[config.mk]
export PLATFORM = sky130hd
export DESIGN_NAME = ballot_controller
export DESIGN_NICKNAME = d
export VERILOG_FILES = /design/src/rtl/evm_pkg.sv /design/src/rtl/cand_priority_arb.sv /design/src/rtl/ballot_controller.sv
export SDC_FILE = /design/constraint.sdc
export NUM_CORES = 1
export LEC_CHECK = 0
export ABC_AREA = 1
export BUFFER_PORTS_ARGS = -buffer_cell sky130_fd_sc_hd__buf_2
export CAP_MARGIN = 10
export CORE_MARGIN = 3
export CORE_UTILIZATION = 50
export DETAILED_ROUTE_END_ITERATION = 10
export PLACE_DENSITY_LB_ADDON = 0.15
export SKIP_CTS_REPAIR_TIMING = 1
export SYNTH_ARGS = -nofsm -noshare
export SYNTH_HDL_FRONTEND = slang
export SYNTH_SLANG_ARGS = --single-unit
[constraint.sdc]
create_clock -name clock -period 1.7 [get_ports clock]
set_clock_uncertainty 0.1 [all_clocks]
set_input_delay 0.17 -clock clock [delete_from_list [all_inputs] [get_ports clock]]
set_output_delay 0.17 -clock clock [all_outputs]
set_load 0.005 [all_outputs]
[src/rtl/evm_pkg.sv]
// Shared types and helpers for the voting machine ballot path.
package evm_pkg;

  typedef enum logic [1:0] {
    StClosed = 2'd0,
    StIdle   = 2'd1,
    StArmed  = 2'd2,
    StHold   = 2'd3
  } ballot_state_e;

  localparam int unsigned NCandDefault = 6;

  // Candidate index width; never narrower than one bit.
  function automatic int unsigned id_width(input int unsigned n_cand);
    return (n_cand > 1) ? $clog2(n_cand) : 1;
  endfunction

endpackage

[src/rtl/cand_priority_arb.sv]
// Lowest-index-first encoder over the candidate press pulses.
module cand_priority_arb
  import evm_pkg::*;
#(
  parameter int unsigned N_CAND = NCandDefault,
  localparam int unsigned IdW   = id_width(N_CAND)
) (
  input  logic [N_CAND-1:0] cand_valid_i,
  output logic              hit_o,
  output logic [IdW-1:0]    idx_o
);

  // Scan from the top so the lowest set index is written last and wins.
  always_comb begin
    hit_o = 1'b0;
    idx_o = '0;
    for (int i = int'(N_CAND) - 1; i >= 0; i--) begin
      if (cand_valid_i[i]) begin
        hit_o = 1'b1;
        idx_o = IdW'(i);
      end
    end
  end

endmodule

[src/rtl/ballot_controller.sv]
// Single shared ballot sequencer: CLOSED -> IDLE -> ARMED -> HOLD with vote strobe and counters.
// Optional ARMED timeout enabled by defining BALLOT_TIMEOUT_EN.
module ballot_controller
  import evm_pkg::*;
#(
  parameter int unsigned N_CAND      = NCandDefault,
  parameter int unsigned CNT_W       = 8,
  parameter int unsigned TIMEOUT_CYC = 1000,
  parameter int unsigned HOLD_CYC    = 10,
  localparam int unsigned IdW        = id_width(N_CAND)
) (
  input  logic              clock,
  input  logic              reset,
  input  logic              poll_open,
  input  logic              issue_ballot,
  input  logic [N_CAND-1:0] cand_valid,
  output logic              vote_strobe,
  output logic [IdW-1:0]    vote_id,
  output logic              ballot_ready,
  output logic              busy,
  output logic              result_mode,
  output logic [1:0]        state,
  output logic [CNT_W-1:0]  ballots_issued,
  output logic [CNT_W-1:0]  votes_cast,
  output logic [CNT_W-1:0]  ballots_expired
);

  localparam int unsigned HoldW = $clog2(HOLD_CYC + 1);

  if (HOLD_CYC < 1 || TIMEOUT_CYC < 2 || N_CAND < 2 || N_CAND > 16) begin : g_bad_params
    $error("ballot_controller: parameter out of range");
  end

  function automatic logic [CNT_W-1:0] sat_inc(input logic [CNT_W-1:0] v);
    return (&v) ? v : v + CNT_W'(1);
  endfunction

  ballot_state_e    state_q, state_d;
  logic             vote_strobe_q, vote_strobe_d;
  logic [IdW-1:0]   vote_id_q, vote_id_d;
  logic             ballot_ready_q, ballot_ready_d;
  logic             busy_q, busy_d;
  logic             result_mode_q, result_mode_d;
  logic [CNT_W-1:0] issued_q, issued_d;
  logic [CNT_W-1:0] cast_q, cast_d;
  logic [CNT_W-1:0] expired_q, expired_d;
  logic [HoldW-1:0] hold_cnt_q, hold_cnt_d;

`ifdef BALLOT_TIMEOUT_EN
  localparam int unsigned TmrW = $clog2(TIMEOUT_CYC);
  logic [TmrW-1:0] timer_q, timer_d;
`endif

  logic           arb_hit;
  logic [IdW-1:0] arb_idx;

  cand_priority_arb #(
    .N_CAND (N_CAND)
  ) u_arb (
    .cand_valid_i (cand_valid),
    .hit_o        (arb_hit),
    .idx_o        (arb_idx)
  );

  always_comb begin
    state_d       = state_q;
    vote_strobe_d = 1'b0;
    vote_id_d     = '0;
    issued_d      = issued_q;
    cast_d        = cast_q;
    expired_d     = expired_q;
    hold_cnt_d    = hold_cnt_q;
`ifdef BALLOT_TIMEOUT_EN
    timer_d       = timer_q;
`endif

    unique case (state_q)
      StClosed: begin
        if (poll_open) state_d = StIdle;
      end
      StIdle: begin
        if (!poll_open) begin
          state_d = StClosed;
        end else if (issue_ballot) begin
          state_d  = StArmed;
          issued_d = sat_inc(issued_q);
`ifdef BALLOT_TIMEOUT_EN
          timer_d  = '0;
`endif
        end
      end
      StArmed: begin
        // Closing the poll voids the ballot even if a press lands the same cycle.
        if (!poll_open) begin
          state_d   = StClosed;
          expired_d = sat_inc(expired_q);
        end else if (arb_hit) begin
          state_d       = StHold;
          vote_strobe_d = 1'b1;
          vote_id_d     = arb_idx;
          cast_d        = sat_inc(cast_q);
          hold_cnt_d    = '0;
        end
`ifdef BALLOT_TIMEOUT_EN
        else if (timer_q == TmrW'(TIMEOUT_CYC - 1)) begin
          state_d   = StIdle;
          expired_d = sat_inc(expired_q);
        end else begin
          timer_d = timer_q + TmrW'(1);
        end
`endif
      end
      StHold: begin
        if (hold_cnt_q == HoldW'(HOLD_CYC - 1)) begin
          state_d = poll_open ? StIdle : StClosed;
        end else begin
          hold_cnt_d = hold_cnt_q + HoldW'(1);
        end
      end
      default: state_d = StClosed;
    endcase

    ballot_ready_d = (state_d == StArmed);
    busy_d         = (state_d == StHold);
    result_mode_d  = (state_d == StClosed);
  end

  always_ff @(posedge clock) begin
    if (reset) begin
      state_q        <= StClosed;
      vote_strobe_q  <= 1'b0;
      vote_id_q      <= '0;
      ballot_ready_q <= 1'b0;
      busy_q         <= 1'b0;
      result_mode_q  <= 1'b1;
      issued_q       <= '0;
      cast_q         <= '0;
      expired_q      <= '0;
      hold_cnt_q     <= '0;
`ifdef BALLOT_TIMEOUT_EN
      timer_q        <= '0;
`endif
    end else begin
      state_q        <= state_d;
      vote_strobe_q  <= vote_strobe_d;
      vote_id_q      <= vote_id_d;
      ballot_ready_q <= ballot_ready_d;
      busy_q         <= busy_d;
      result_mode_q  <= result_mode_d;
      issued_q       <= issued_d;
      cast_q         <= cast_d;
      expired_q      <= expired_d;
      hold_cnt_q     <= hold_cnt_d;
`ifdef BALLOT_TIMEOUT_EN
      timer_q        <= timer_d;
`endif
    end
  end

  assign vote_strobe     = vote_strobe_q;
  assign vote_id         = vote_id_q;
  assign ballot_ready    = ballot_ready_q;
  assign busy            = busy_q;
  assign result_mode     = result_mode_q;
  assign state           = state_q;
  assign ballots_issued  = issued_q;
  assign votes_cast      = cast_q;
  assign ballots_expired = expired_q;

endmodule
==> impl_metrics.toml <==
[global_routing]
grt_max_degree = 13
globalRouteTotalUtil_pct = 18.4
globalRoute.totalOverflow = 0
antenna_violations_before_repair = 0
grt_first_pass_wirelength_mm = 7.43
grt_pass1_vias = 1747

[clock_tree]
cts.sink_count = 37
clk_root_buffer_cell = "clkbuf_8"
cts_tree = "built"
cts_made_buffers = 5
ctsLongestPathBuffers = 2
cts.reportedPaths.clkPinSlew_ns = 0.07
htreeDepth = 2
worst_skew_pair.late_latency_ns = 0.29

[timing]
max-slew-margin-rel_pct = 80.7
final.hold.worst_slack_ns = 0.0230
period_share_pct = 89.0
final-setup-viol-count = 0
tightest_slew_ns = 0.288
period_minus_slack_ns = 1.51
fmax_ghz = 0.661
rsz0062_at_grt = "false"
fin_setup_tns_ns = 0
number_of_hold_violations_in_the_final_report = 0
final-max-slew-violation-count = 0

[critical_path]
worst-endpoint-required_ns = 1.78
worstPathMaxFanout = 9
timing.critical_path.cells = "ha_1 > nand3_1 > inv_1 > nand2_1 > nand3_2 > o21ai_0 > nor2_1"
cpLargestDelayFamily = "simple AND/OR/NAND/NOR gates"
critical_path.startpoint_type = "flip-flop"
critical_path_sink_type = "flip-flop"
critical_path.reg2reg.startpoint = "votes_cast[0]"
critPathMaxStageDelay_ns = 0.36
timing.critical_path.slowest_stage_cell = "dfxtp_1"
critical_path.startpoint = "votes_cast[0]"
critical_path.n_buffers_inverters = 1
cp.arrival_ns = 1.59
type_of_the_worst_setup_path = "reg2reg"

[logic_synthesis]
ys_ff_latch = 37
synth-seq-area-share_pct = 37.0
syn-num-nets = 308
synthesis.area_um2 = 2000
main_combinational_cell_family_by_area_after_synthesis = "simple AND/OR/NAND/NOR gates"
synth.yosys.warnings = 0
syn_avg_cell_area_um2 = 6.83
synth-simple-area-share_pct = 39.3
netlist-cell-type-count = 27
post_synth_fa_ha_maj_area_fraction_pct = 3.13
synth_compound_area_share_pct = 8.81
netlist_instances = 293
synth-xor-area-share_pct = 3.06
synthMuxAreaShare_pct = 0

[floorplanning]
chipHeight_um = 69.3
die-width_um = 69.3
start_util_pct = 53.1
io_pins = 43
num_rows = 22
design.die.area_um2 = 4800
coreArea_um2 = 3770

[worst_hold_path]
holdCritPathClass = "in2reg"
min-delay-start = "cand_valid[0]"

[routing]
detail_route.drc_violations = 0
mean_routed_wirelength_per_cell_um = 10.6
postRouteAntennaNets = 0
drt-total-wl_mm = 4.12
drt_first_iter_violations = 125
routedLengthMet1_mm = 2.02
wl_met3_um = 184
via_per_inst = 4.90
route.vias.total = 1912
top_layer_used = "met4"
route.met2.wl_mm = 1.85
iteration_count_of_the_initial_detailed_routing_pass = 4

[placed_design]
io_buf_count = 42
dp.final_hpwl_mm = 3.14
weighted_congestion_at_the_end_of_routability_driven_global_placement = 0.806

[power_and_ir_drop]
power.leakage_nw = 1.13
p_per_area_nw_per_um2 = 701
power.ir.vdd_worst_mv = 0.676

[final_layout]
nets = 356
post_route_cells_drive_above_1_share_pct = 23.4
count_of_inserted_antenna_diode_cells = 0
area_growth_pct = 18.6

[run]
maxCapViolCount = 0

[outcome]
status = "finished clean"
## cell usage in the layout, fill, tap and decap left out, types with 3 or more instances in the layout
cell type	n
a21oi_1	20
buf_2	42
clkbuf_8	7
clkinv_2	3
dfxtp_1	36
ha_1	5
inv_1	36
inv_2	4
nand2_1	94
nand2_2	5
nand3_1	16
nand3b_1	3
nand4_1	5
nor2_1	27
nor2_2	4
nor3_1	5
o21ai_0	7
xor2_1	5
## power breakdown
part           internal, mW  switching, mW  leakage (nW)  total, mW
registers             0.876         0.0101         0.299      0.886
clock network         0.366          0.311        0.0542      0.678
logic                0.0361         0.0642         0.772      0.100
## final cells by class
| type | instances | area (um2) |
|---|---|---|
| Clock inverter | 1 | 5.00 |
| Sequential cell | 37 | 742 |
| Fill cell | 360 | 1400 |
| Clock buffer | 7 | 96.3 |
| Timing Repair Buffer | 43 | 218 |
| Inverter | 43 | 166 |
| Tap cell | 48 | 60.1 |
| Multi-Input combinational cell | 211 | 1090 |
## registers in the layout, summed over array words and instances, names as in the netlist
signal	count
ballots_expired	8
ballots_issued	8
votes_cast	8
hold_cnt_q	4
vote_id	3
state	2
ballot_ready	1
busy	1
result_mode	1
vote_strobe	1
## logic make-up (layout without fill, tap and decap cells)
kind of cell | after synthesis | after routing
AO/OA/AOI/OAI | 31 | 31
XOR/XNOR | 7 | 7
adder cells (fa/ha/maj) | 5 | 5
buffers and inverters | 45 | 94
flip-flops | 37 | 37
AND/OR/NAND/NOR | 168 | 168
## per-stage QoR
step / utilization [%] / cells / setup slack (ns) / total power, mW / area (um2)
after floorplan: - / 293 / 0.310 / 0.963 / 2000
after global placement: 60.3 / 382 / 0.245 / 1.01 / 2270
after detailed placement: 60.3 / 382 / 0.179 / 1.01 / 2270
after CTS: 62.9 / 390 / 0.169 / 1.69 / 2370
after global routing: 63.0 / 390 / 0.0233 / 1.73 / 2370
final: 63.0 / 390 / 0.188 / 1.66 / 2370
## final timing paths
check,endpoint,slack (ns),depth (start not counted)
hold / removal,vote_id[0],0.02,2
hold reg to reg,ballots_expired[2],0.40,2
setup / recovery,votes_cast[2],0.19,7
setup reg to reg,votes_cast[2],0.19,7
## cells in the mapped netlist
cell type	instances	area [um2]
nand3_1	16	80.1
nand3b_1	3	22.5
nand2_2	5	31.3
o21bai_1	1	7.51
clkinv_2	2	10.0
inv_4	1	6.26
clkbuf_1	2	7.51
a21oi_4	1	16.3
xor2_1	5	43.8
nand2_4	2	22.5
nand4_1	5	31.3
nor2_4	2	22.5
nor3_1	5	25.0
nand3_2	2	20.0
inv_1	36	135
nand2_1	94	353
nand4_2	1	12.5
o21ai_0	7	35.0
ha_1	5	62.6
nor2_2	4	25.0
a21oi_2	2	17.5
nor2_8	2	40.0
nor2_1	27	101
a21oi_1	20	100
dfxtp_1	37	741
xnor2_1	2	17.5
inv_2	4	15.0
## routing by layer
metal  up-vias  GRT usage, %
met5         -             0
met4         0          6.51
met3         6          4.35
met2        44          29.6
met1       848          23.9
li1       1014             -
## worst reg2reg max path: stages, from the launching register on
cell and delay [ns]:
dfxtp_1 0.36, ha_1 0.24, nand3_1 0.12, inv_1 0.05, nand2_1 0.08, nand3_2 0.18
o21ai_0 0.22, nor2_1 0.06
Note: power is estimated with default switching activity, not from simulation.
